### config.mk
export PLATFORM = sky130hd
export DESIGN_NAME = sprite_anim_renderer
export DESIGN_NICKNAME = d
export VERILOG_FILES = /design/src/rtl/sprite_anim_renderer.sv
export SDC_FILE = /design/constraint.sdc
export NUM_CORES = 1
export LEC_CHECK = 0
export ABC_AREA = 1
export CAP_MARGIN = 20
export CORE_ASPECT_RATIO = 1.1
export CORE_UTILIZATION = 46
export DETAILED_ROUTE_END_ITERATION = 10
export PLACE_DENSITY = 0.89
export SETUP_SLACK_MARGIN = 0.4
export SLEW_MARGIN = 20
export SYNTH_ARGS = -nofsm -noshare
export SYNTH_HDL_FRONTEND = slang
export SYNTH_SLANG_ARGS = --single-unit
### constraint.sdc
create_clock -name vga_clk -period 2.6 [get_ports vga_clk]
set_input_delay 0.26 -clock vga_clk [delete_from_list [all_inputs] [get_ports vga_clk]]
set_output_delay 0.26 -clock vga_clk [all_outputs]
set_load 0.01 [all_outputs]
### src/rtl/sprite_anim_renderer.sv
// Animated, scaled sprite compositor over a background colour, fed by an external sprite ROM.
// Optional macro SPRITE_HFLIP_EN adds a frame-latched horizontal mirror input (hflip).
module sprite_anim_renderer #(
    parameter int SPR_W       = 32,
    parameter int SPR_H       = 32,
    parameter int SCALE_SHIFT = 1,
    parameter int NUM_FRAMES  = 4,
    parameter int FRAME_TICKS = 8,
    parameter int IDX_W       = 3,
    parameter int ROM_LAT     = 1,
    parameter int TRANSP_IDX  = 0,
    parameter int ADDR_W      = $clog2(NUM_FRAMES*SPR_W*SPR_H),
    localparam int FRAME_W    = (NUM_FRAMES > 1) ? $clog2(NUM_FRAMES) : 1
) (
    input  logic               vga_clk,
    input  logic               reset,
    input  logic [9:0]         DrawX,
    input  logic [9:0]         DrawY,
    input  logic               blank,
    input  logic               frame_start,
    input  logic [9:0]         spr_x,
    input  logic [9:0]         spr_y,
    input  logic               anim_en,
`ifdef SPRITE_HFLIP_EN
    input  logic               hflip,
`endif
    input  logic [3:0]         bg_red,
    input  logic [3:0]         bg_green,
    input  logic [3:0]         bg_blue,
    output logic [ADDR_W-1:0]  rom_address,
    input  logic [IDX_W-1:0]   rom_q,
    output logic [IDX_W-1:0]   pal_index,
    input  logic [3:0]         pal_red,
    input  logic [3:0]         pal_green,
    input  logic [3:0]         pal_blue,
    output logic [3:0]         red,
    output logic [3:0]         green,
    output logic [3:0]         blue,
    output logic [FRAME_W-1:0] frame_idx
);
    localparam int TICK_W = (FRAME_TICKS > 1) ? $clog2(FRAME_TICKS) : 1;
    localparam int COL_W  = (SPR_W > 1) ? $clog2(SPR_W) : 1;
    localparam int ROW_W  = (SPR_H > 1) ? $clog2(SPR_H) : 1;
    localparam logic [10:0] SIZE_X = 11'(SPR_W << SCALE_SHIFT);
    localparam logic [10:0] SIZE_Y = 11'(SPR_H << SCALE_SHIFT);
    localparam int DLY_W  = 14;

    logic [TICK_W-1:0]  tick_reg, tick_next;
    logic [FRAME_W-1:0] frame_reg, frame_next;
    logic [9:0]         lx_reg, ly_reg;
`ifdef SPRITE_HFLIP_EN
    logic               hflip_reg;
`endif

    always_comb begin
        tick_next  = tick_reg;
        frame_next = frame_reg;
        if (frame_start && anim_en) begin
            if (tick_reg == TICK_W'(FRAME_TICKS-1)) begin
                tick_next  = '0;
                frame_next = (frame_reg == FRAME_W'(NUM_FRAMES-1)) ? '0 : frame_reg + 1'b1;
            end else begin
                tick_next = tick_reg + 1'b1;
            end
        end
    end

    // Position (and mirror) only change at frame_start so a frame never tears.
    always_ff @(posedge vga_clk) begin
        if (reset) begin
            tick_reg  <= '0;
            frame_reg <= '0;
            lx_reg    <= '0;
            ly_reg    <= '0;
`ifdef SPRITE_HFLIP_EN
            hflip_reg <= 1'b0;
`endif
        end else begin
            tick_reg  <= tick_next;
            frame_reg <= frame_next;
            if (frame_start) begin
                lx_reg    <= spr_x;
                ly_reg    <= spr_y;
`ifdef SPRITE_HFLIP_EN
                hflip_reg <= hflip;
`endif
            end
        end
    end

    assign frame_idx = frame_reg;

    logic [10:0]       dx, dy;
    logic              hit;
    logic [COL_W-1:0]  col_raw, col;
    logic [ROW_W-1:0]  row;
    logic [ADDR_W-1:0] addr;

    // 11-bit differences; the >= terms stop negative offsets wrapping into range.
    assign dx  = {1'b0, DrawX} - {1'b0, lx_reg};
    assign dy  = {1'b0, DrawY} - {1'b0, ly_reg};
    assign hit = (DrawX >= lx_reg) && (dx < SIZE_X) && (DrawY >= ly_reg) && (dy < SIZE_Y);

    assign col_raw = COL_W'(dx >> SCALE_SHIFT);
    assign row     = ROW_W'(dy >> SCALE_SHIFT);
`ifdef SPRITE_HFLIP_EN
    assign col = hflip_reg ? (COL_W'(SPR_W-1) - col_raw) : col_raw;
`else
    assign col = col_raw;
`endif

    assign addr = ADDR_W'(frame_reg) * ADDR_W'(SPR_W*SPR_H)
                + ADDR_W'(row) * ADDR_W'(SPR_W) + ADDR_W'(col);
    assign rom_address = hit ? addr : '0;

    // Side-band pixel info travels alongside the ROM read so it lands with rom_q.
    logic [DLY_W-1:0] dly_reg [ROM_LAT];
    logic [DLY_W-1:0] stage_in;
    assign stage_in = {hit, blank, bg_red, bg_green, bg_blue};

    generate
        for (genvar gi = 0; gi < ROM_LAT; gi++) begin : g_dly
            if (gi == 0) begin : g_first
                always_ff @(posedge vga_clk) begin
                    if (reset) dly_reg[gi] <= '0;
                    else       dly_reg[gi] <= stage_in;
                end
            end else begin : g_rest
                always_ff @(posedge vga_clk) begin
                    if (reset) dly_reg[gi] <= '0;
                    else       dly_reg[gi] <= dly_reg[gi-1];
                end
            end
        end
    endgenerate

    logic       hit_d, blank_d;
    logic [3:0] bg_r_d, bg_g_d, bg_b_d;
    assign {hit_d, blank_d, bg_r_d, bg_g_d, bg_b_d} = dly_reg[ROM_LAT-1];

    assign pal_index = rom_q;

    logic [3:0] red_reg, green_reg, blue_reg;
    logic [3:0] red_next, green_next, blue_next;

    always_comb begin
        red_next   = 4'h0;
        green_next = 4'h0;
        blue_next  = 4'h0;
        if (blank_d) begin
            if (hit_d && (rom_q != IDX_W'(TRANSP_IDX))) begin
                red_next   = pal_red;
                green_next = pal_green;
                blue_next  = pal_blue;
            end else begin
                red_next   = bg_r_d;
                green_next = bg_g_d;
                blue_next  = bg_b_d;
            end
        end
    end

    always_ff @(posedge vga_clk) begin
        if (reset) begin
            red_reg   <= 4'h0;
            green_reg <= 4'h0;
            blue_reg  <= 4'h0;
        end else begin
            red_reg   <= red_next;
            green_reg <= green_next;
            blue_reg  <= blue_next;
        end
    end

    assign red   = red_reg;
    assign green = green_reg;
    assign blue  = blue_reg;
endmodule

Word level (Yosys, flattened, before mapping)
Memory sizes are Yosys's and may differ from the RTL's.
Cells that the tools add are included.
- flip-flop bits (word level): 37
- bits in writable memories: 14
- input bits: 72
- output and inout port bits: 29
- word-level logic and storage cells: 41
- memories: 1
- memory list (name ; words ; bits a word ; read ports ; clocked after Yosys merged registers in ; wr ports ; line ; RTL):
    dly_reg ; 1 ; 14 ; 1 ; 0 ; 1 ; 117 ; logic [DLY_W-1:0] dly_reg [ROM_LAT];
- add/sub/neg operators: 6
- order comparisons: 4
- eq/ne operators: 2
- mux-type cells: 11
- bitwise logic cells: 1
- reductions and logical operators: 9
- operator list (operator ; count):
    $lt 11x7->1 const B ; 2
    $sub 10x10->11 ; 2
    $ge 10x10->1 ; 2
    $mux 14 ; 1
    $reduce_or 14->1 ; 1
    $add 12x10->12 ; 1
    $add 12x5->12 ; 1
    $mux 12 ; 1
    $mux 4 ; 3
    $logic_and 1x1->1 ; 5
    $mux 1 ; 4
    $add 3x1->3 const B ; 1
    $eq 3x3->1 const B ; 1
    $mux 3 ; 1
    $reduce_bool 3->1 ; 1
    $add 2x1->2 const B ; 1
    $eq 2x2->1 const B ; 1
    $mux 2 ; 1
    $reduce_and 2->1 ; 1
    $reduce_or 2->1 ; 1
    $not 1->1 ; 1

Depth between registers and ports, before layout
- depth in word-level cells: 6
- depth in mapped cells: 16
- depth with buffers taken out: 15

Worst setup path after synthesis
Ideal clock, no wire load.
- kind: flip-flop to output port
- start: register lx_reg[0]
- end: output port rom_address[10]
- arrival: 1947 ps
- data required time: 2340 ps
- slack: 393 ps
- stages on the path, launching flop included: 16
- path buffers: 1
- cells stage by stage: dfxtp_1 > ha_1 > inv_1 > fa_1 > nand2_1 > nand2_1 > nand3_1 > nand2_1 > nand2_1 > nand2_1 > nor2_1 > nand3_1 > nor2_2 > nand3_2 > buf_6 > nor2_2
- longest elaborated chain between the ends: 6
- elaborated cells on any way between the ends: 8
- classes of those cells: add/sub: 2; order compare: 2; mux: 1; reduce/logical: 3
- RTL lines (item ; line ; RTL):
    start: declaration ; 50 ; logic [9:0] lx_reg, ly_reg;
    start signal: assignment ; 82 ; lx_reg <= spr_x;
    $sub 10x10->11 ; 100 ; assign dx = {1'b0, DrawX} - {1'b0, lx_reg};
    $lt 11x7->1 ; 102 ; assign hit = (DrawX >= lx_reg) && (dx < SIZE_X) && (DrawY >= ly_reg) && (dy < SIZE_Y);
    $logic_and 1x1->1 (3 in series) ; 102 ;
    $mux 12 * ; 114 ; assign rom_address = hit ? addr : '0;
    end: declaration ; 30 ; output logic [ADDR_W-1:0] rom_address,
Every way passes the cells marked *; elsewhere a longest branch is shown, timed or not.

Worst setup path in the final report
- start: register ly_reg[0]
- end: output port rom_address[0]
- longest elaborated chain between the ends: 4
- elaborated cells on any way between the ends: 6
- classes of those cells: add/sub: 1; order compare: 2; mux: 1; reduce/logical: 2
- RTL lines (item ; line ; RTL):
    start: declaration ; 50 ;
    start signal: assignment ; 83 ; ly_reg <= spr_y;
    $sub 10x10->11 / $ge 10x10->1 (equally long branches) ; 101, 102 ;
    $lt 11x7->1 / $logic_and 1x1->1 (equally long branches) ; 102 ;
    $logic_and 1x1->1 * ; 102 ;
    $mux 12 * ; 114 ;
Marks and branches as above.

==> impl_metrics.json <==
{
  "required_ns": 2.34,
  "multi_input_area_um2": 1788,
  "cp_top_family": "simple AND/OR/NAND/NOR gates",
  "yosysTopAreaCellShare": 0.3368,
  "start_util": 0.4836,
  "synth-simple-area-share": 0.2939,
  "cts_root_buf": "clkbuf_8",
  "grt_pass1_vias": 3127,
  "fmax_ghz": 0.3748,
  "hold_class": "input pin to flip-flop",
  "area_growth_pct": 52.08,
  "grt_usage": 0.2457,
  "cts_tree": "built",
  "pin_count": 101,
  "fillers": 503,
  "clk_latency_ns": 0.31,
  "finalCritPeriodShare": 1.026,
  "cp_data_arrival_time_ns": 2.41,
  "vdd_drop_max_uv": 267.5,
  "cts_sinks": 51,
  "drc_errors": 0,
  "clock_skew_ns": 0.005863,
  "hold_viol_final": 0,
  "intPower_mw": 1.346,
  "violations": "setup timing",
  "antenna_found_initial": 0,
  "grt_overflow_total": 0,
  "path_max_fanout": 6,
  "nets": 672,
  "largest_reg_flops": 14,
  "cts_made_buffers": 5,
  "finalSetupTns_ns": -0.6760,
  "num_vias": 3159,
  "portBuffers": 100,
  "drive_above_1_share": 0.1944,
  "crit_path_end_kind": "output port",
  "cp_num_buf_inv": 3,
  "synth_top_family_by_area": "simple AND/OR/NAND/NOR gates",
  "syn_inst": 440,
  "cp_slowest_cell": "dfxtp_2",
  "synth.yosys.seq_area_share": 0.3368,
  "cts_buffer_depth": 2,
  "path_class": "flip-flop to output port",
  "swShare": 0.3205,
  "drt_iter0_drc": 129,
  "p_per_area_nw_per_um2": 429.8,
  "drtAntennaViolNets": 0,
  "period_minus_slack_ns": 2.668,
  "syn_nets": 537,
  "dieArea_um2": 6920,
  "p_clk_frac": 0.250,
  "antenna_cells": 0,
  "wire_per_inst_um": 12.50,
  "synth_mux_area_frac": 0,
  "clk_pin_slew_worst_paths_ns": 0.11,
  "slew_violations": 0,
  "netlist_area_um2": 3032,
  "first_pass_iters": 4,
  "synth.area.top_cells": "dfxtp_1 34%, nand2_1 13%, inv_1 9.5%, ha_1 9.5%, nor2_1 6.8%",
  "yosysTopAreaCell": "dfxtp_1",
  "synth_commonest_cells": "104 x nand2_1, 77 x inv_1, 55 x nor2_1",
  "start_kind": "flip-flop",
  "grt_pass1_wl_um": 13410,
  "grt_max_degree": 39,
  "holdBufCountCts": 0,
  "ys_warn_count": 0,
  "power_switching_mw": 0.6352,
  "synth_edf_count": 0,
  "final_util": 0.7355,
  "setup_slack_ns": -0.06794,
  "die_y_um": 87.15,
  "async_flop_share": 0,
  "gp_congestion": 0.9414,
  "synth-xor-area-share": 0.02600,
  "status": "finished, violations left",
  "pwr-share-seq": 0.418,
  "seqCellArea_um2": 1026,
  "num_rows": 30,
  "max_cap_violations": 0,
  "ys.flop_type": "dfxtp_1",
  "cts_htree_levels": 2,
  "syn_area_per_cell_um2": 6.890,
  "synth_fa_ha_area_frac": 0.1081,
  "via_per_inst": 4.816,
  "p_leak_nw": 2.175,
  "setup_violations": 12,
  "coreArea_um2": 6269,
  "slew_headroom": 0.7490,
  "synth_compound_area_frac": 0.1151,
  "slowest_delay_ns": 0.37,
  "holdWs_ns": 0.4561,
  "dp_hpwl_um": 6369,
  "worstPathCellList": "ha_4 > inv_2 > fa_2 > nand2_2 > nand2_4 > nand3_2 > nand2_1 > nand2_1 > nand2_1 > nor2_2 > nand3_2 > nor2_2 > nand3_2 > buf_8 > nor2_4 > buf_6",
  "wl_um": 8202,
  "rsz0062_at_grt": "true",
  "synth.most_common_cell": "nand2_1",
  "dieWidth_um": 79.41,
  "tightest_slew_ns": 0.3765,
  "synth.distinct_cells": 26,
  "synth-seq-cells": 51,
  "pwr-share-comb": 0.332
}
-- power groups by stage --
stage	Sequential, mW	Clock [mW]	Combinational [mW]
after floorplan	0.845	0	0.335
after global placement	0.845	0	0.599
after detailed placement	0.847	0	0.611
after CTS	0.830	0.504	0.629
after global routing	0.832	0.538	0.730
final	0.829	0.496	0.657
-- per-stage QoR --
stage / cells / power [mW] / worst slack [ns] / instance area (um2)
final: 656 / 1.982 / -0.06794 / 4611
after CTS: 656 / 1.963 / -0.05412 / 4529
after global placement: 647 / 1.444 / -0.5167 / 4375
after detailed placement: 647 / 1.458 / -0.5898 / 4375
after floorplan: 440 / 1.180 / 0.4150 / 3034
after global routing: 656 / 2.100 / -0.2131 / 4611
-- cell families after synthesis --
family / Yosys count
adder cells (fa/ha/maj): 25
XOR/XNOR: 9
flip-flops: 51
AND/OR/NAND/NOR: 206
AO/OA/AOI/OAI: 57
buffers and inverters: 92
-- metal layers --
| metal | GRT usage | vias to the layer above | routed length, um |
|---|---|---|---|
| li1 | - | 1633 | - |
| met1 | 0.2808 | 1419 | 3499 |
| met2 | 0.4765 | 96 | 4270 |
| met3 | 0.03037 | 11 | 332 |
| met4 | 0.06116 | 0 | 99 |
| met5 | 0 | - | 0 |
-- worst register-to-register path, stage by stage, from the launching register on --
cell	delay, ns
dfxtp_2	0.37
ha_4	0.13
inv_2	0.04
fa_2	0.35
nand2_2	0.09
nand2_4	0.06
nand3_2	0.08
nand2_1	0.05
nand2_1	0.05
nand2_1	0.06
nor2_2	0.11
nand3_2	0.07
nor2_2	0.13
nand3_2	0.13
buf_6	0.17
nor2_1	0.10
-- path summary, 6_finish.rpt --
path | start | cells past startpoint | slack, ns | end
worst max-delay path | ly_reg[0]$_SDFFE_PP0P_ | 16 | -0.07 | rom_address[0]
worst min-delay path | bg_green[1] | 3 | 0.46 | dly_reg[0][5]$_SDFF_PP0_
worst max register to register | ly_reg[0]$_SDFFE_PP0P_ | 15 | 0.55 | dly_reg[0][13]$_SDFF_PP0_
worst min register to register | dly_reg[0][8]$_SDFF_PP0_ | 2 | 0.46 | red[0]$_SDFF_PP0_
-- layout make-up --
class / instances / share of cell area
sequential: 51 / 0.2225
inverter: 77 / 0.06269
clock buffer: 5 / 0.01493
timing repair buffer: 143 / 0.2841
clock inverter: 3 / 0.006242
tap: 80 / 0.02171
multi-input combinational: 297 / 0.3878
-- timing repair --
action / in CTS / in global routing
buffers inserted: 1 / 0
gates resized for setup: 77 / 14
pin swaps: 11 / 10
endpoints found under the setup margin: 12 / 13
-- cells in the final DEF (no fill, tap or decap), drive strengths merged --
| cell | instances |
|---|---|
| clkdlybuf4s50 | 86 |
| dlygate4sd2 | 2 |
| o31ai | 1 |
| o21ai | 3 |
| nand3 | 20 |
| nand2 | 108 |
| buf | 55 |
| clkinv | 2 |
| a211oi | 19 |
| nor2 | 71 |
| clkbuf | 5 |
| nand4 | 3 |
| nor3 | 4 |
| dfxtp | 51 |
| inv | 78 |
| a21oi | 28 |
| a31oi | 1 |
| xnor2 | 3 |
| ha | 23 |
| xor2 | 6 |
| a21o | 1 |
| fa | 2 |
| o21bai | 4 |
Power figures use the tool's default switching activity.
